<file path="src/rtl/mem_bus_arbiter_if.sv">
// Request/response bundle used both by requesters (toward the arbiter)
// and by the arbiter itself (toward memory).
interface mem_bus_arbiter_if #(
    parameter int unsigned ADDR_WIDTH = 16,
    parameter int unsigned DATA_WIDTH = 16
);
    logic                  req_rdwr;
    logic [ADDR_WIDTH-1:0] addr;
    logic                  data_acc_sz;
    logic                  we;
    logic [DATA_WIDTH-1:0] write_data;
    logic [DATA_WIDTH-1:0] read_data;
    logic                  data_ready;

    modport master (
        output req_rdwr, addr, data_acc_sz, we, write_data,
        input  read_data, data_ready
    );

    modport slave (
        input  req_rdwr, addr, data_acc_sz, we, write_data,
        output read_data, data_ready
    );
endinterface

</file>
<file path="src/rtl/mem_bus_arbiter.sv">
// Two-port arbiter sharing one memory port between the core (p0) and an
// auxiliary requester (p1), with a completion watchdog.
module mem_bus_arbiter #(
    parameter int unsigned FIXED_PRIORITY = 1,
    parameter int unsigned ADDR_WIDTH     = 16,
    parameter int unsigned DATA_WIDTH     = 16,
    parameter int unsigned TIMEOUT_CYCLES = 255
) (
    input  logic               clk,
    input  logic               reset,
    mem_bus_arbiter_if.slave   p0,
    mem_bus_arbiter_if.slave   p1,
    mem_bus_arbiter_if.master  mem,
    output logic               grant_owner,
    output logic               busy,
    output logic               timeout_err
);
    localparam int unsigned CNT_W = (TIMEOUT_CYCLES > 0) ? $clog2(TIMEOUT_CYCLES + 1) : 1;
    localparam logic ACC_SZ_8 = 1'b0;
    localparam logic [ADDR_WIDTH-1:0] ADDR_ZERO = '0;

    typedef enum logic {IDLE, GRANT} state_t;

    state_t             state;
    logic               last;
    logic [CNT_W-1:0]   cnt;

    logic               pick_c;
    logic               complete_c;
    logic               expire_c;
    logic               finish_c;
    logic [DATA_WIDTH-1:0] rdata_c;

    // Arbitration choice and end-of-transaction detection
    always_comb begin
        pick_c = p1.req_rdwr;
        if (p0.req_rdwr && p1.req_rdwr) begin
            pick_c = (FIXED_PRIORITY != 0) ? 1'b0 : ~last;
        end
        complete_c = (state == GRANT) && mem.data_ready;
        expire_c   = (state == GRANT) && (TIMEOUT_CYCLES != 0) &&
                     (cnt == CNT_W'(TIMEOUT_CYCLES));
        finish_c   = complete_c || expire_c;
        rdata_c    = complete_c ? mem.read_data : '0;
    end

    // Memory-side mux and owner-side completion routing; reset blocks forwarding
    always_comb begin
        mem.req_rdwr    = 1'b0;
        mem.addr        = ADDR_ZERO;
        mem.data_acc_sz = ACC_SZ_8;
        mem.we          = 1'b0;
        mem.write_data  = '0;
        p0.read_data    = '0;
        p0.data_ready   = 1'b0;
        p1.read_data    = '0;
        p1.data_ready   = 1'b0;
        timeout_err     = 1'b0;

        if (state == GRANT) begin
            mem.req_rdwr = 1'b1;
            if (grant_owner) begin
                mem.addr        = p1.addr;
                mem.data_acc_sz = p1.data_acc_sz;
                mem.we          = p1.we;
                mem.write_data  = p1.write_data;
            end else begin
                mem.addr        = p0.addr;
                mem.data_acc_sz = p0.data_acc_sz;
                mem.we          = p0.we;
                mem.write_data  = p0.write_data;
            end
        end

        if (finish_c && !reset) begin
            timeout_err = ~complete_c;
            if (grant_owner) begin
                p1.data_ready = 1'b1;
                p1.read_data  = rdata_c;
            end else begin
                p0.data_ready = 1'b1;
                p0.read_data  = rdata_c;
            end
        end
    end

    // Grant FSM, owner/pointer registers and watchdog counter
    always_ff @(posedge clk) begin
        if (reset) begin
            state       <= IDLE;
            grant_owner <= 1'b0;
            last        <= 1'b1;
            cnt         <= '0;
            busy        <= 1'b0;
        end else begin
            case (state)
                IDLE: begin
                    if (p0.req_rdwr || p1.req_rdwr) begin
                        state       <= GRANT;
                        busy        <= 1'b1;
                        cnt         <= '0;
                        grant_owner <= pick_c;
                        last        <= pick_c;
                    end
                end
                GRANT: begin
                    if (finish_c) begin
                        state <= IDLE;
                        busy  <= 1'b0;
                    end else begin
                        cnt <= cnt + CNT_W'(1);
                    end
                end
            endcase
        end
    end
endmodule
</file>
<file path="src/flat_wrapper.sv">
// flat-port wrapper written by rule: the top's interface ports become plain ports
module mem_bus_arbiter_flat 
#(
    parameter int unsigned FIXED_PRIORITY = 1,
    parameter int unsigned ADDR_WIDTH     = 16,
    parameter int unsigned DATA_WIDTH     = 16,
    parameter int unsigned TIMEOUT_CYCLES = 255
)
  (clk, reset, grant_owner, busy, timeout_err, p0_req_rdwr, p0_addr, p0_data_acc_sz, p0_we, p0_write_data, p0_read_data, p0_data_ready, p1_req_rdwr, p1_addr, p1_data_acc_sz, p1_we, p1_write_data, p1_read_data, p1_data_ready, mem_req_rdwr, mem_addr, mem_data_acc_sz, mem_we, mem_write_data, mem_read_data, mem_data_ready);
  mem_bus_arbiter_if #(.ADDR_WIDTH(ADDR_WIDTH), .DATA_WIDTH(DATA_WIDTH)) p0_i ();
  mem_bus_arbiter_if #(.ADDR_WIDTH(ADDR_WIDTH), .DATA_WIDTH(DATA_WIDTH)) p1_i ();
  mem_bus_arbiter_if #(.ADDR_WIDTH(ADDR_WIDTH), .DATA_WIDTH(DATA_WIDTH)) mem_i ();
  input  logic clk;
  input  logic reset;
  output logic grant_owner;
  output logic busy;
  output logic timeout_err;
  input wire logic [$bits(p0_i.req_rdwr)-1:0] p0_req_rdwr;
  input wire logic [$bits(p0_i.addr)-1:0] p0_addr;
  input wire logic [$bits(p0_i.data_acc_sz)-1:0] p0_data_acc_sz;
  input wire logic [$bits(p0_i.we)-1:0] p0_we;
  input wire logic [$bits(p0_i.write_data)-1:0] p0_write_data;
  output wire logic [$bits(p0_i.read_data)-1:0] p0_read_data;
  output wire logic [$bits(p0_i.data_ready)-1:0] p0_data_ready;
  input wire logic [$bits(p1_i.req_rdwr)-1:0] p1_req_rdwr;
  input wire logic [$bits(p1_i.addr)-1:0] p1_addr;
  input wire logic [$bits(p1_i.data_acc_sz)-1:0] p1_data_acc_sz;
  input wire logic [$bits(p1_i.we)-1:0] p1_we;
  input wire logic [$bits(p1_i.write_data)-1:0] p1_write_data;
  output wire logic [$bits(p1_i.read_data)-1:0] p1_read_data;
  output wire logic [$bits(p1_i.data_ready)-1:0] p1_data_ready;
  output wire logic [$bits(mem_i.req_rdwr)-1:0] mem_req_rdwr;
  output wire logic [$bits(mem_i.addr)-1:0] mem_addr;
  output wire logic [$bits(mem_i.data_acc_sz)-1:0] mem_data_acc_sz;
  output wire logic [$bits(mem_i.we)-1:0] mem_we;
  output wire logic [$bits(mem_i.write_data)-1:0] mem_write_data;
  input wire logic [$bits(mem_i.read_data)-1:0] mem_read_data;
  input wire logic [$bits(mem_i.data_ready)-1:0] mem_data_ready;
  assign p0_i.req_rdwr = p0_req_rdwr;
  assign p0_i.addr = p0_addr;
  assign p0_i.data_acc_sz = p0_data_acc_sz;
  assign p0_i.we = p0_we;
  assign p0_i.write_data = p0_write_data;
  assign p0_read_data = p0_i.read_data;
  assign p0_data_ready = p0_i.data_ready;
  assign p1_i.req_rdwr = p1_req_rdwr;
  assign p1_i.addr = p1_addr;
  assign p1_i.data_acc_sz = p1_data_acc_sz;
  assign p1_i.we = p1_we;
  assign p1_i.write_data = p1_write_data;
  assign p1_read_data = p1_i.read_data;
  assign p1_data_ready = p1_i.data_ready;
  assign mem_req_rdwr = mem_i.req_rdwr;
  assign mem_addr = mem_i.addr;
  assign mem_data_acc_sz = mem_i.data_acc_sz;
  assign mem_we = mem_i.we;
  assign mem_write_data = mem_i.write_data;
  assign mem_i.read_data = mem_read_data;
  assign mem_i.data_ready = mem_data_ready;
  mem_bus_arbiter #(.FIXED_PRIORITY(FIXED_PRIORITY), .ADDR_WIDTH(ADDR_WIDTH), .DATA_WIDTH(DATA_WIDTH), .TIMEOUT_CYCLES(TIMEOUT_CYCLES)) u_core (.clk(clk), .reset(reset), .p0(p0_i), .p1(p1_i), .mem(mem_i), .grant_owner(grant_owner), .busy(busy), .timeout_err(timeout_err));
endmodule
</file>
<file path="config.mk">
export PLATFORM = sky130hd
export DESIGN_NAME = mem_bus_arbiter_flat
export DESIGN_NICKNAME = d
export VERILOG_FILES = /design/src/rtl/mem_bus_arbiter_if.sv /design/src/rtl/mem_bus_arbiter.sv /design/src/flat_wrapper.sv
export SDC_FILE = /design/constraint.sdc
export NUM_CORES = 1
export LEC_CHECK = 0
export ABC_AREA = 1
export ABC_CLOCK_PERIOD_IN_PS = 1810
export BUFFER_PORTS_ARGS = -buffer_cell sky130_fd_sc_hd__buf_2
export CAP_MARGIN = 40
export CORE_MARGIN = 3
export CORE_UTILIZATION = 36
export DETAILED_ROUTE_END_ITERATION = 10
export GPL_TIMING_DRIVEN = 0
export PLACE_DENSITY = 0.86
export SLEW_MARGIN = 0
export SYNTH_ARGS = -nofsm -noshare
export SYNTH_HDL_FRONTEND = slang
export SYNTH_SLANG_ARGS = --single-unit
</file>
<file path="constraint.sdc">
create_clock -name clk -period 1.81 [get_ports clk]
set_input_delay 0.0905 -clock clk [delete_from_list [all_inputs] [get_ports clk]]
set_output_delay 0.0905 -clock clk [all_outputs]
set_load 0.01 [all_outputs]
</file>
# [After elaboration in Yosys (flattened, before gate mapping)]
# Index checks and enable logic that the tools add are counted.
[op_classes] n_reduce_logical=10 n_mux=29 addsub=1 eq_ne=4 bitwise=2
[ops] operator="$mux 16" count=9
[ops] operator="$mux 8" count=2
[ops] operator="$pmux 8 s2" count=1
[ops] operator="$mux 1" count=15
[ops] operator="$add 8x1->8 const B" count=1
[ops] operator="$eq 8x8->1 const B" count=1
[ops] operator="$reduce_and 2->1" count=3
[ops] operator="$logic_and 1x1->1" count=4
[ops] operator="$ne 2x2->1 const B" count=2
[ops] operator="$pmux 1 s2" count=2
[ops] operator="$logic_or 1x1->1" count=2
[ops] operator="$ne 2x1->1 const B" count=1
[ops] operator="$not 1->1" count=2
[ops] operator="$logic_not 1->1" count=1
[totals] ff_bits=11 out_inout_bits=72 wordCells=50

# [Longest topological paths before layout]
[logic_depth] word_depth=5 depth_mapped=10

# [Worst setup path after synthesis]
# Ideal clock, no wire load.
[synth_path] kind="register -> output" start="register u_core.cnt[1]" end="output port p0_read_data[10]" stages_incl_launch_ff=11 path_slack_ns=0.286 arrival_time_ns=1.433 cell_sequence="dfxtp_1 ha_1 nand2_2 nor2_4 nand2_4 nand2_4 nand2_4 nor2_8 buf_8 nand2_1 inv_1"
[synth_via] elab_chain_cells=5
[synth_rtl] element="start, declared" line="mem_bus_arbiter.sv:26" rtl="logic [CNT_W-1:0] cnt;"
[synth_rtl] element="start signal, assigned" line="mem_bus_arbiter.sv:111" rtl="cnt <= cnt + CNT_W'(1);"
[synth_rtl] element="$eq 8x8->1" line="mem_bus_arbiter.sv:42" rtl="(cnt == CNT_W'(TIMEOUT_CYCLES));"
[synth_rtl] element="$logic_and 1x1->1" line="mem_bus_arbiter.sv:41" rtl="expire_c = (state == GRANT) && (TIMEOUT_CYCLES != 0) &&"
[synth_rtl] element="$logic_or 1x1->1" line="mem_bus_arbiter.sv:43" rtl="finish_c = complete_c || expire_c;"
[synth_rtl] element="$logic_and 1x1->1" line="mem_bus_arbiter.sv:75" rtl="if (finish_c && !reset) begin"
[synth_rtl] element="$mux 16" line="mem_bus_arbiter.sv:75"
[synth_rtl] element="end, declared" line="flat_wrapper.sv:23" rtl="output wire logic [$bits(p0_i.read_data)-1:0] p0_read_data;"
# No other way between the ends.

# [Final worst setup path]
[layout_path] start="register u_core.cnt[0]" end="output port p0_read_data[7]"
# Same word-level chain as after synthesis.

==> impl_summary.md <==
Floorplan
The floorplan die height is 72.4 um. The total core area is about 4100 um^2. The starting density of the core is roughly two fifths. Measured along the x axis, the die boundary spans ~72 um. The floorplan die area is around 5200 um^2. The number of top-level pins is 161. The placement row count is 23.

Clocking
Counting every sink on the clock net gives 11. The clock insertion delay at the later pin of the skew report is approximately 250 ps. The maximum clock insertion buffer count is 2. The total of hold buffers inserted after clock tree synthesis is 0.

The total clock buffers created by CTS is 3. The buffer type at the clock tree root is sky130_fd_sc_hd__clkbuf_8. TritonCTS built the clock tree.

CTS built an H-tree with a depth of 1. The clock input transition at the sequential cells of the worst setup and hold paths is approximately 50 ps.

Drt
In the routed design, unresolved DRC markers number 0. The remaining antenna violation count after routing is 0. The average wire per cell in the routed design is approximately 11 um. The initial detailed-routing violation count is between 60 and 70.

The total number of vias is 2539. The aggregate routed wire length is around 6.2 mm. The first TritonRoute pass finished after 5 iterations.

Dividing the detail-routed via count by the number of cells gives ~4.6.

Power
The internal power of the cells totals 595 uW. The worst vdd rail ir drop is about 0.00025 V. The power density relative to cell area is roughly 350 nW/um^2. The switching part of the total is between 30% and 40%.

The cell leakage power is around 1.9 nW. The part of the power in registers is about 27%. The clock group share of total power is a little over a quarter.

The combinational power share is 45.9%. Summed over all nets, the switching power comes to between 300 and 400 uW.

Timing
Setup repair after global routing could not meet its margin everywhere. At the pin with the least slew margin, the transition time is approximately 480 ps. Static timing analysis puts the maximum clock frequency at between 500 and 600 MHz. The total count of hold-check failures in the final report is 0.

The max-slew violation total from the final report is 0. Setup violations remaining at the end of the flow were counted as 0. Of the available clock period, the critical path in the final layout requires between 90% and 100%. The relative max-transition margin is around two thirds. After layout, the minimum clock period comes to ~1800 ps. The worst clock skew is approximately 1.6 ps.

Status
The run finished with clean final reports.

Yosys
For this run, the number of Yosys warnings is 0. The post-synthesis register bit count is 11. The count of distinct cell types in the synthesized netlist is 20.

The portion of the post-synthesis area used by sequential elements is ~14%. The mean area per synthesized cell is 4.87 um^2. Sorting the synthesized cells by area gives the leading types as sky130_fd_sc_hd__nor2_1, sky130_fd_sc_hd__inv_1, sky130_fd_sc_hd__nand2_1, sky130_fd_sc_hd__dfxtp_1, sky130_fd_sc_hd__o21ai_0. In this run the cell area of the synthesized design comes to about 1600 um^2. The number of nets handed over by synthesis was about 420. The cell taking the most area after synthesis is sky130_fd_sc_hd__nor2_1.

The number of standard cells after synthesis is between 300 and 400. The share of synthesized area in the top cell type comes to between 20% and 30%.

Final layout
For this run, the share of the core covered by cells in the final layout is 67.4%. The multi-input gate area in the final layout is 1100 um^2. The register cell area after layout is about 230 um^2. The summed area of non-filler cells in the final layout is around 2800 um^2. The count of nets after finishing is about 600. The layout-stage area growth over the synthesis result is 74.9%. The fill cell instance count of the final layout is about 370. Leaving out fill and tap cells, the most frequent cell in the layout is sky130_fd_sc_hd__buf_2.

0 antenna diodes ended up in the layout. The top cell types in the final layout, fill and taps aside, are sky130_fd_sc_hd__buf_2, sky130_fd_sc_hd__nor2_1, sky130_fd_sc_hd__inv_1. The post-route netlist has about 46% of its cells at a drive strength greater than 1.

GRT
The number of antenna violations at the first check in global routing is 0. Global routing used a little over a fifth of the available tracks across all layers. The via count of the first global-routing pass is between 2000 and 2500. The maximum number of pins on one net before global-route repair is 11.

After global routing the overflow that remains totals 0. The global-route wire length before repair is about 9 mm.

Setup path
STA classifies the critical path startpoint as a flip-flop. The required time of the critical path is about 1700 ps. The maximum fanout along the worst path is 10. The worst setup path is of the reg2out kind. The kind of end point of the critical path is an output pin.

The data arrival at the endpoint of the critical path is about 1700 ps.

Hold path
The worst hold path class is in2reg.

Job
The tool flagged a number of max-cap violations equal to 0.

Placement
The post-DP HPWL is 4.63 mm. Routability-driven placement finished with a final weighted congestion of about 0.84. Input and output buffers added on the ports amount to 160. The placed instances occupy a cell area of 2450 um^2.
[cell usage after synthesis]
master and instances:
sky130_fd_sc_hd__clkbuf_1 10, sky130_fd_sc_hd__nor2_4 1, sky130_fd_sc_hd__nor2_1 104, sky130_fd_sc_hd__nand2_4 3, sky130_fd_sc_hd__nand2_2 2, sky130_fd_sc_hd__buf_8 2, sky130_fd_sc_hd__dfxtp_1 11, sky130_fd_sc_hd__o21ai_1 12
sky130_fd_sc_hd__inv_1 68, sky130_fd_sc_hd__nand3_1 7, sky130_fd_sc_hd__ha_1 1, sky130_fd_sc_hd__inv_2 2, sky130_fd_sc_hd__o21ai_0 25, sky130_fd_sc_hd__nand2_1 61, sky130_fd_sc_hd__buf_2 1, sky130_fd_sc_hd__a21oi_1 2
sky130_fd_sc_hd__a211oi_1 1, sky130_fd_sc_hd__buf_1 2, sky130_fd_sc_hd__nor2_8 2, sky130_fd_sc_hd__nand4_1 9
[layer usage]
layer	wire, um	GRT usage (%)	part of all wire, %
met1	2360	23.7	38
met2	3190	39.7	52
met3	544	3.19	8.8
met4	65	6.15	1.1
met5	0	0	0
[flip-flops by register name (all words and copies together) (netlist names)]
signal,flops
u_core.busy,1
u_core.cnt,8
u_core.state,1
u_core.grant_owner,1
[repair_timing]
action,in CTS,in global routing
resized for setup,8,56
cloned,0,1
endpoints found under the hold margin,0,0
setup endpoints to repair,64,63
pin swaps,4,1
setup buffers,7,3
[final cells by class]
cell class	instances	share of cell area, %
multi-input combinational	230	39.8
tap	50	2.25
clock inverter	1	0.180
buffer	15	3.20
timing repair buffer	171	35.4
sequential	11	8.16
clock buffer	3	1.49
inverter	70	9.47
[metrics by stage]
step	power [mW]	cells	hold WS (ps)	worst slack, ps	TNS, ps
6_report	0.958	551	60.1	9.66	0
5_1_grt	1.03	551	67.9	-98.1	-1370
3_3_place_gp	0.667	536	319	53.2	0
2_1_floorplan	0.476	326	160	286	0
3_5_place_dp	0.673	536	327	38.7	0
4_1_cts	0.944	547	63.6	1.48	0
[worst max-delay path: stages (launching register included)]
cell and delay, ps:
sky130_fd_sc_hd__dfxtp_2 350, sky130_fd_sc_hd__ha_4 150, sky130_fd_sc_hd__nand2_4 60, sky130_fd_sc_hd__nor2_4 120, sky130_fd_sc_hd__nand2_4 70, sky130_fd_sc_hd__nand2_4 90, sky130_fd_sc_hd__nand2_8 80, sky130_fd_sc_hd__nor2_8 150
sky130_fd_sc_hd__buf_8 140, sky130_fd_sc_hd__nand2_1 70, sky130_fd_sc_hd__inv_1 60, sky130_fd_sc_hd__buf_2 120
[power by group through the flow]
stage | Sequential (mW) | Clock [mW] | Combinational (mW)
after floorplan | 0.264 | 0 | 0.212
after global placement | 0.263 | 0 | 0.404
after detailed placement | 0.264 | 0 | 0.409
after CTS | 0.259 | 0.262 | 0.424
after global routing | 0.260 | 0.277 | 0.493
final | 0.259 | 0.260 | 0.440
[path summary, 6_finish.rpt]
kind	from	end	slack, ps	depth (start not counted)
max	u_core.cnt[0]	p0_read_data[7]	10	11
min reg2reg	u_core.cnt[7]	u_core.cnt[7]	520	2
max reg2reg	u_core.state	u_core.cnt[2]	440	5
min	reset	u_core.state	60	2
[logic make-up (layout without fill, tap and decap cells)]
family | after synthesis | after routing | synth area share [%]
and+or+nand+nor | 189 | 189 | 50.9
buffers and inverters | 85 | 260 | 21.6
AOI/OAI and AO/OA | 40 | 40 | 12.8
DFF | 11 | 11 | 13.9
adders and majority gates | 1 | 1 | 0.789
Note: power is estimated with default switching activity, not from simulation.
